**src/rtl/iq_issue_sched.sv**
```systemverilog
// Issue scheduler for a collapsing issue queue (index 0 = oldest).
// Tracks operand wakeups, writes back new ready bits, picks the oldest
// fully-ready entry for a single shared FU and generates the result wakeup
// for multi-cycle (non-pipelined) ops.
module iq_issue_sched #(
   parameter int unsigned N_ENTRIES = 8,
   parameter int unsigned TAG_WIDTH = 6,
   parameter int unsigned N_WAKEUP  = 2,
   parameter int unsigned LAT_WIDTH = 3,
   parameter int unsigned CTR_WIDTH = $clog2(N_ENTRIES) + 1
) (
   input  logic                           clk,
   input  logic                           rst,
   input  logic                           flush,
   input  logic [CTR_WIDTH-1:0]           entry_count,
   input  logic [N_ENTRIES*TAG_WIDTH-1:0] entry_src1_tag,
   input  logic [N_ENTRIES*TAG_WIDTH-1:0] entry_src2_tag,
   input  logic [N_ENTRIES-1:0]           entry_src1_rdy,
   input  logic [N_ENTRIES-1:0]           entry_src2_rdy,
   input  logic [N_ENTRIES*TAG_WIDTH-1:0] entry_dst_tag,
   input  logic [N_ENTRIES*LAT_WIDTH-1:0] entry_lat,
   input  logic [N_WAKEUP-1:0]            wakeup_valid,
   input  logic [N_WAKEUP*TAG_WIDTH-1:0]  wakeup_tag,
   input  logic                           fu_ready,
   output logic [N_ENTRIES-1:0]           rdy_wr_en,
   output logic [N_ENTRIES-1:0]           set_src1_rdy,
   output logic [N_ENTRIES-1:0]           set_src2_rdy,
   output logic [N_ENTRIES-1:0]           deq_sel_onehot,
   output logic                           deq_ready,
   output logic [TAG_WIDTH-1:0]           issue_dst_tag,
   output logic                           self_wakeup_valid,
   output logic [TAG_WIDTH-1:0]           self_wakeup_tag
);

   localparam int unsigned IdxW = (N_ENTRIES > 1) ? $clog2(N_ENTRIES) : 1;

   logic [CTR_WIDTH-1:0] count_clamped;
   logic [N_ENTRIES-1:0] valid, match1, match2, cand;
   logic [IdxW-1:0]      sel_idx;
   logic                 found;
   logic                 can_issue;
   logic [LAT_WIDTH-1:0] issue_lat;

   logic [LAT_WIDTH-1:0] busy_q, busy_d;
   logic [TAG_WIDTH-1:0] pend_tag_q, pend_tag_d;
   logic                 swk_valid_q, swk_valid_d;
   logic [TAG_WIDTH-1:0] swk_tag_q, swk_tag_d;

   // Occupancy decode, wakeup tag match and oldest-ready selection
   always_comb begin
      count_clamped = (entry_count > CTR_WIDTH'(N_ENTRIES)) ? CTR_WIDTH'(N_ENTRIES) : entry_count;
      valid   = '0;
      match1  = '0;
      match2  = '0;
      cand    = '0;
      sel_idx = '0;
      found   = 1'b0;
      for (int i = 0; i < N_ENTRIES; i++) begin
         valid[i] = (CTR_WIDTH'(i) < count_clamped);
         for (int k = 0; k < N_WAKEUP; k++) begin
            if (wakeup_valid[k] &&
                wakeup_tag[k*TAG_WIDTH +: TAG_WIDTH] == entry_src1_tag[i*TAG_WIDTH +: TAG_WIDTH])
               match1[i] = valid[i];
            if (wakeup_valid[k] &&
                wakeup_tag[k*TAG_WIDTH +: TAG_WIDTH] == entry_src2_tag[i*TAG_WIDTH +: TAG_WIDTH])
               match2[i] = valid[i];
         end
         // Same-cycle bypass: a source woken this cycle counts as ready
         cand[i] = valid[i] && (entry_src1_rdy[i] || match1[i]) && (entry_src2_rdy[i] || match2[i]);
      end
      for (int i = 0; i < N_ENTRIES; i++) begin
         if (cand[i] && !found) begin
            found   = 1'b1;
            sel_idx = IdxW'(i);
         end
      end
   end

   // Issue handshake and ready-bit write-back; everything quiet during reset
   always_comb begin
      can_issue      = !rst && !flush && (busy_q == '0) && fu_ready && found;
      deq_ready      = can_issue;
      deq_sel_onehot = can_issue ? (N_ENTRIES'(1) << sel_idx) : '0;
      issue_dst_tag  = can_issue ? entry_dst_tag[sel_idx*TAG_WIDTH +: TAG_WIDTH] : '0;
      issue_lat      = entry_lat[sel_idx*LAT_WIDTH +: LAT_WIDTH];
      set_src1_rdy   = rst ? '0 : (match1 & ~entry_src1_rdy);
      set_src2_rdy   = rst ? '0 : (match2 & ~entry_src2_rdy);
      // The issuing entry leaves the queue, so writing its ready bits is pointless
      rdy_wr_en      = (rst || flush) ? '0 : ((set_src1_rdy | set_src2_rdy) & ~deq_sel_onehot);
   end

   // Busy countdown and self-wakeup next state
   always_comb begin
      busy_d      = busy_q;
      pend_tag_d  = pend_tag_q;
      swk_valid_d = 1'b0;
      swk_tag_d   = swk_tag_q;
      if (busy_q != '0) begin
         busy_d = busy_q - LAT_WIDTH'(1);
         if (busy_q == LAT_WIDTH'(1)) begin
            swk_valid_d = 1'b1;
            swk_tag_d   = pend_tag_q;
         end
      end
      if (can_issue) begin
         if (issue_lat == '0) begin
            swk_valid_d = 1'b1;
            swk_tag_d   = issue_dst_tag;
         end else begin
            busy_d     = issue_lat;
            pend_tag_d = issue_dst_tag;
         end
      end
      // Flush kills the in-flight op and any wakeup it would produce
      if (flush) begin
         busy_d      = '0;
         swk_valid_d = 1'b0;
      end
   end

   // State registers with synchronous reset
   always_ff @(posedge clk) begin
      if (rst) begin
         busy_q      <= '0;
         pend_tag_q  <= '0;
         swk_valid_q <= 1'b0;
         swk_tag_q   <= '0;
      end else begin
         busy_q      <= busy_d;
         pend_tag_q  <= pend_tag_d;
         swk_valid_q <= swk_valid_d;
         swk_tag_q   <= swk_tag_d;
      end
   end

   assign self_wakeup_valid = swk_valid_q;
   assign self_wakeup_tag   = swk_tag_q;

endmodule

```
**config.mk**
```make
export PLATFORM = sky130hd
export DESIGN_NAME = iq_issue_sched
export DESIGN_NICKNAME = d
export VERILOG_FILES = /design/src/rtl/iq_issue_sched.sv
export SDC_FILE = /design/constraint.sdc
export NUM_CORES = 1
export LEC_CHECK = 0
export BUFFER_PORTS_ARGS = -buffer_cell sky130_fd_sc_hd__clkbuf_2
export CORE_MARGIN = 2
export CORE_UTILIZATION = 40
export CTS_BUF_LIST = sky130_fd_sc_hd__clkbuf_4 sky130_fd_sc_hd__clkbuf_8 sky130_fd_sc_hd__clkbuf_16
export DETAILED_ROUTE_END_ITERATION = 7
export PLACE_DENSITY = 0.72
export SLEW_MARGIN = 20
export SYNTH_ARGS = -nofsm -noshare
export SYNTH_HDL_FRONTEND = slang
export SYNTH_SLANG_ARGS = --single-unit
export TNS_END_PERCENT = 30
```
**constraint.sdc**
```tcl
create_clock -name clk -period 5.3 [get_ports clk]
set_input_delay 1.06 -clock clk [delete_from_list [all_inputs] [get_ports clk]]
set_output_delay 1.06 -clock clk [all_outputs]
set_load 0.02 [all_outputs]
```
Word-level counts from Yosys, hierarchy flattened:

Index checks and enable logic that the tools add are counted.

* register bits: 16
* bits of input ports: 206
* output and inout bits: 46
* logic and storage cells: 214

* $add $sub $neg: 1
* multipliers: 2
* magnitude comparators: 9
* equal/unequal tests: 33
* shifts and indexed selects: 3
* multiplexer cells: 64
* bitwise logic cells: 8
* reduce and logical (&&, ||, !) cells: 90

Operators by type and width (number)
* $eq 6x6->1: 32
* $logic_and 1x1->1: 59
* $shiftx 48x7->6: 1
* $mux 1: 45
* $mux 8: 4
* $mux 6: 5
* $mux 3: 9
* $and 8x8->8: 3
* $not 8->8: 3
* $shiftx 24x6->3: 1
* $logic_or 1x1->1: 17
* $lt 3x4->1 const A: 4
* $mul 3x2->5 const B: 2
* $logic_not 1->1: 9
* $lt 1x4->1 const A: 2
* $lt 2x4->1 const A: 2
* $or 8x8->8: 1
* $shl 1x3->8 const A: 1
* $logic_not 3->1: 2
* $gt 4x4->1 const B: 1
* $mux 4: 1
* $eq 3x1->1 const B: 1
* $reduce_bool 3->1: 1
* $sub 3x1->3 const B: 1
* other kinds (3): 3

Longest topological paths before layout:

* depth after elaboration: 35
* mapped depth: 16
* depth with buffers taken out: 11

Worst setup path after synthesis:

OpenSTA, ideal clock, no wires.

* path kind: input port to output port
* from: in wakeup_tag[5]
* to: out rdy_wr_en[4]
* arrival time: 3.942 ns
* data required time: 4.240 ns
* path slack: 0.298 ns
* stages on the path: 13
* path buffers: 3
* path through: buf_4 -> buf_6 -> xor2_1 -> nor4_1 -> nor3_1 -> o31a_2 -> nand4_1 -> nand3_1 -> inv_1 -> buf_1 -> nand2_1 -> nor2_1 -> nor2_1

* word-level cells in the longest chain between the ends: 34
* elaborated cells between the ends (all ways): 136
* classes of those cells: 16 x eq/ne; 1 x shift; 51 x mux; 5 x bitwise; 63 x reduce/logical

RTL lines
* from (decl): RTL line 23 `input logic [N_WAKEUP*TAG_WIDTH-1:0] wakeup_tag,`
* $eq 6x6->1: RTL line 62 `wakeup_tag[k*TAG_WIDTH +: TAG_WIDTH] == entry_src1_tag[i*TAG_WIDTH +: TAG_WIDTH])`
* $logic_and 1x1->1: RTL line 61 `if (wakeup_valid[k] &&`
* $mux 1 (2 in series): RTL line 61
* $logic_or 1x1->1: RTL line 69 `cand[i] = valid[i] && (entry_src1_rdy[i] || match1[i]) && (entry_src2_rdy[i] || match2[i]);`
* $logic_and 1x1->1 (2 in series): RTL line 69
* $mux 1: RTL line 72 `if (cand[i] && !found) begin`
* $logic_not 1->1: RTL line 72
* $logic_and 1x1->1: RTL line 72
* [... 18 more ...]
* $mux 1 *: RTL line 72
* $logic_and 1x1->1 *: RTL line 81 `can_issue = !rst && !flush && (busy_q == '0) && fu_ready && found;`
* net deq_ready: RTL line 29 `output logic deq_ready,`
* $mux 8 *: RTL line 83 `deq_sel_onehot = can_issue ? (N_ENTRIES'(1) << sel_idx) : '0;`
* net deq_sel_onehot[4]: RTL line 28 `output logic [N_ENTRIES-1:0] deq_sel_onehot,`
* $not 8->8 *: RTL line 89 `rdy_wr_en = (rst || flush) ? '0 : ((set_src1_rdy | set_src2_rdy) & ~deq_sel_onehot);`
* $and 8x8->8 *: RTL line 89
* $mux 8 *: RTL line 89
* to (decl): RTL line 25 `output logic [N_ENTRIES-1:0] rdy_wr_en,`

The timed path passes the listed nets; every way through them passes the cells marked *.

Worst setup path after layout:

* from: in wakeup_tag[11]
* to: out issue_dst_tag[5]

* word-level cells in the longest chain between the ends: 31
* elaborated cells between the ends (all ways): 113
* classes of those cells: 1 x mul; 16 x eq/ne; 1 x shift; 32 x mux; 63 x reduce/logical

RTL lines
* $eq 6x6->1: RTL line 62
* $logic_and 1x1->1: RTL line 61
* $mux 1: RTL line 61
* $logic_or 1x1->1: RTL line 69
* $logic_and 1x1->1 (2 in series): RTL line 69
* $mux 1: RTL line 72
* $logic_not 1->1: RTL line 72
* $logic_and 1x1->1: RTL line 72
* [... 14 more ...]
* $logic_and 1x1->1: RTL line 72
* $mux 1: RTL line 72
* $logic_not 1->1: RTL line 72
* $logic_and 1x1->1: RTL line 72
* $mux 3: RTL line 72
* $mul 3x2->5: RTL line 84 `issue_dst_tag = can_issue ? entry_dst_tag[sel_idx*TAG_WIDTH +: TAG_WIDTH] : '0;`
* $shiftx 48x7->6: RTL line 84
* $mux 6 *: RTL line 84
* to (decl): RTL line 30 `output logic [TAG_WIDTH-1:0] issue_dst_tag,`

Mark *: on every way between the ends. The rest lies on a longest branch, timed or not.

==> reports/qor.yml <==
synthesis:
  synth-edff-count: 0
  ys_types: 70
  syn_area_per_cell_sq_um: 7.924
  synth_flop_cell: "dfxtp_1"
  ys_seq_area_frac: 0.06562
  syn_nets: 825
  yosysTopAreaCell: "xnor2_1"
  ys_warn_count: 0
  synth_area_leaders: "xnor2_1, dfxtp_1, buf_6, xor2_1, mux2i_1"
  synth_most_common_cell: "xnor2_1"
  synth_top_area_frac: 0.2979
  synthesis.area_sq_um: 4881
  netlist_instances: 616
  ys_async_sr_fraction: 0
  netlist_top_cells_count: "xnor2_1, nor2_1, nand4_1"
  ys_ff_latch: 16
grt:
  grt_pass1_wl_mm: 28.58
  grt_overflow_total: 0
  grt_usage: 0.2759
  grt_start_max_net_pins: 20
  grt_pass1_vias: 5507
  antenna_found_initial: 0
drt:
  drtIter0Drc: 302
  ant_nets: 0
  drt_pass1_iterations: 5
  routed_wl_mm: 18.69
  wl_per_cell_microns: 18.47
  route.vias.total: 5656
  vias_per_cell: 5.589
  post-route-drc-count: 0
floorplan:
  fp.dieArea_sq_um: 13100
  rows: 40
  fp.coreArea_sq_um: 11960
  io_pins: 252
  start_util: 0.4081
  fp.dieH_microns: 114.5
  fp.dieW_microns: 114.5
final_layout:
  area_growth_pct: 31.66
  drive_above_1_share: 0.3838
  diodes: 0
  nets: 1076
  fillerInstances: 1181
  final_core_util: 0.5372
worst_setup_path:
  critPathRequiredTime_ps: 4240
  r2r_cells: 10
  cpPeakStageDelay_ps: 350
  startpoint_type: "input pin"
  reg2reg_from: "busy_q[0]$_SDFF_PN0_"
  critical_path_arrival_ps: 4020
  slowest_stage: "mux2_2"
  endpoint_kind: "output pin"
  reg2reg_to: "self_wakeup_tag[2]$_SDFF_PP0_"
  path_class: "input pin to output pin"
  path_cells: "clkbuf_2 > buf_12 > xnor2_1 > nand4_1 > o221ai_1 > o21ai_2 > nand3b_1 > a31oi_4 > buf_4 > mux2_2 > o221a_2 > nor2_1 > nor2_1 > clkbuf_2"
  cp_max_fo: 11
  rrSetupSlack_ps: 3250
timing:
  timing.fmax_mhz: 197.0
  worst_slew_pin_slew_ps: 799.6
  fin_crit_ps: 5077
  setup_slack_ps: 223.1
  setup_viol: 0
  max-slew-margin-rel: 0.4594
  drv_slew: 0
  hold_viol: 0
  rsz0062_at_grt: "false"
  fin_tns_setup_ps: 0
  skew_ps: 5.732
  period_share: 0.9579
power:
  power_switching_mw: 0.4285
  p_int_mw: 0.5570
  p_per_area_nw_per_um2: 153.4
  swShare: 0.4348
  clock_power_share: 0.147
  peakVddDrop_mv: 0.09331
  seqPwrFrac: 0.152
  power_leakage_nw: 2.736
  combinationalPowerShare: 0.701
hold_path:
  min_delay_path_depth: 2
  min_from: "pend_tag_q[4]$_SDFFE_PP0P_"
  hold_path.class: "register to register"
  min_to: "pend_tag_q[4]$_SDFFE_PP0P_"
clock_network:
  cts-root-buf: "clkbuf_16"
  tritoncts: "done"
  hold_buffers: 0
  clockBufferDepth: 2
  cts_buffers: 3
  clk_pin_slew_ps: 50
  clock_sinks: 16
  clock_latency_ps: 250
  htree_levels: 1
flow_run:
  cap_violations: 0
place:
  gp_congestion: 0.9603
  dp_slack_ps: 81.20
  port_buffers: 251
  dp_hpwl_mm: 15.44
run_status:
  status: "complete, no violations"
[cell usage in the layout (no fill, tap or decap), types with 7 or more instances in the layout]
cell type / n
o21ai_0: 17
nor4_1: 16
xnor2_1: 166
mux2_4: 10
mux2i_1: 22
nor2b_1: 9
nand2_1: 31
nor4b_1: 7
a21oi_1: 12
nand3_1: 25
o221ai_1: 10
clkbuf_2: 245
inv_1: 10
and2_1: 9
nand4_1: 35
nor2_1: 43
buf_4: 29
dfxtp_1: 16
and4_1: 9
xor2_1: 27
[power groups by stage]
stage	sequential [mW]	combinational [mW]	clock, mW
2_1_floorplan	0.154	0.463	0
3_3_place_gp	0.151	0.667	0
3_5_place_dp	0.152	0.676	0
4_1_cts	0.150	0.678	0.149
5_1_grt	0.152	0.754	0.153
6_report	0.150	0.690	0.145
[stage by stage]
step | hold slack [ps] | cells | cell area, sq um | power (mW)
after global routing | 514.0 | 1012 | 6426 | 1.059
after global placement | 486.6 | 1007 | 6294 | 0.8181
after CTS | 489.8 | 1010 | 6369 | 0.9771
final | 486.9 | 1012 | 6426 | 0.9855
after floorplan | 453.1 | 616 | 4881 | 0.6164
after detailed placement | 483.8 | 1007 | 6294 | 0.8273
[state kept, by name, indices dropped and copies added, names as in the netlist]
signal	flops
busy_q	3
pend_tag_q	6
self_wakeup_tag	6
self_wakeup_valid	1
[routing by layer]
metal  part of all wire  global-route usage
met1               0.43              0.3628
met2               0.48              0.4682
met3              0.071             0.04023
met4              0.021             0.07805
met5                  0                   0
[worst max path at each step]
stage	startpoint	to	slack, ps	cells after the start
2_1_floorplan	wakeup_tag[5]	rdy_wr_en[4]	300	13
3_3_place_gp	wakeup_tag[7]	issue_dst_tag[3]	120	13
3_5_place_dp	wakeup_tag[10]	issue_dst_tag[5]	80	13
4_1_cts	wakeup_tag[10]	issue_dst_tag[5]	70	13
5_1_grt	entry_count[3]	issue_dst_tag[0]	10	13
6_report	wakeup_tag[11]	issue_dst_tag[5]	220	14
[worst max-delay path, delay by kind of cell]
family	cells	cell delay, ps
muxes	1	350
AOI/OAI and AO/OA	4	980
xor gates and xnor gates	1	150
buffers and inverters	4	900
and+or+nand+nor	4	570
[repair_timing]
item	in CTS	in global routing
setup buffers	0	1
setup endpoints to repair	0	11
hold endpoints to repair	0	0
gates resized for setup	0	16
[area by class of cell]
cell class / instances / area [sq um] / share of cell area
inverter: 10 / 37.54 / 0.005841
sequential: 16 / 320.3 / 0.04984
clock buffer: 3 / 75.07 / 0.01168
timing repair buffer: 285 / 1587 / 0.2469
tap: 147 / 183.9 / 0.02862
multi-input combinational: 551 / 4223 / 0.6571
[cells by family (layout without fill, tap and decap cells)]
kind of cell    after synthesis  after routing  share of synthesized area
mux                          39             39                    0.09203
xor+xnor                    193            193                     0.3463
simple gates                216            217                     0.2540
compound gates               99             99                     0.1574
flops                        16             16                    0.06562
buf+inv                      50            298                    0.07690
fa+ha+maj                     3              3                   0.007691
(Power assumes the default switching activity.)
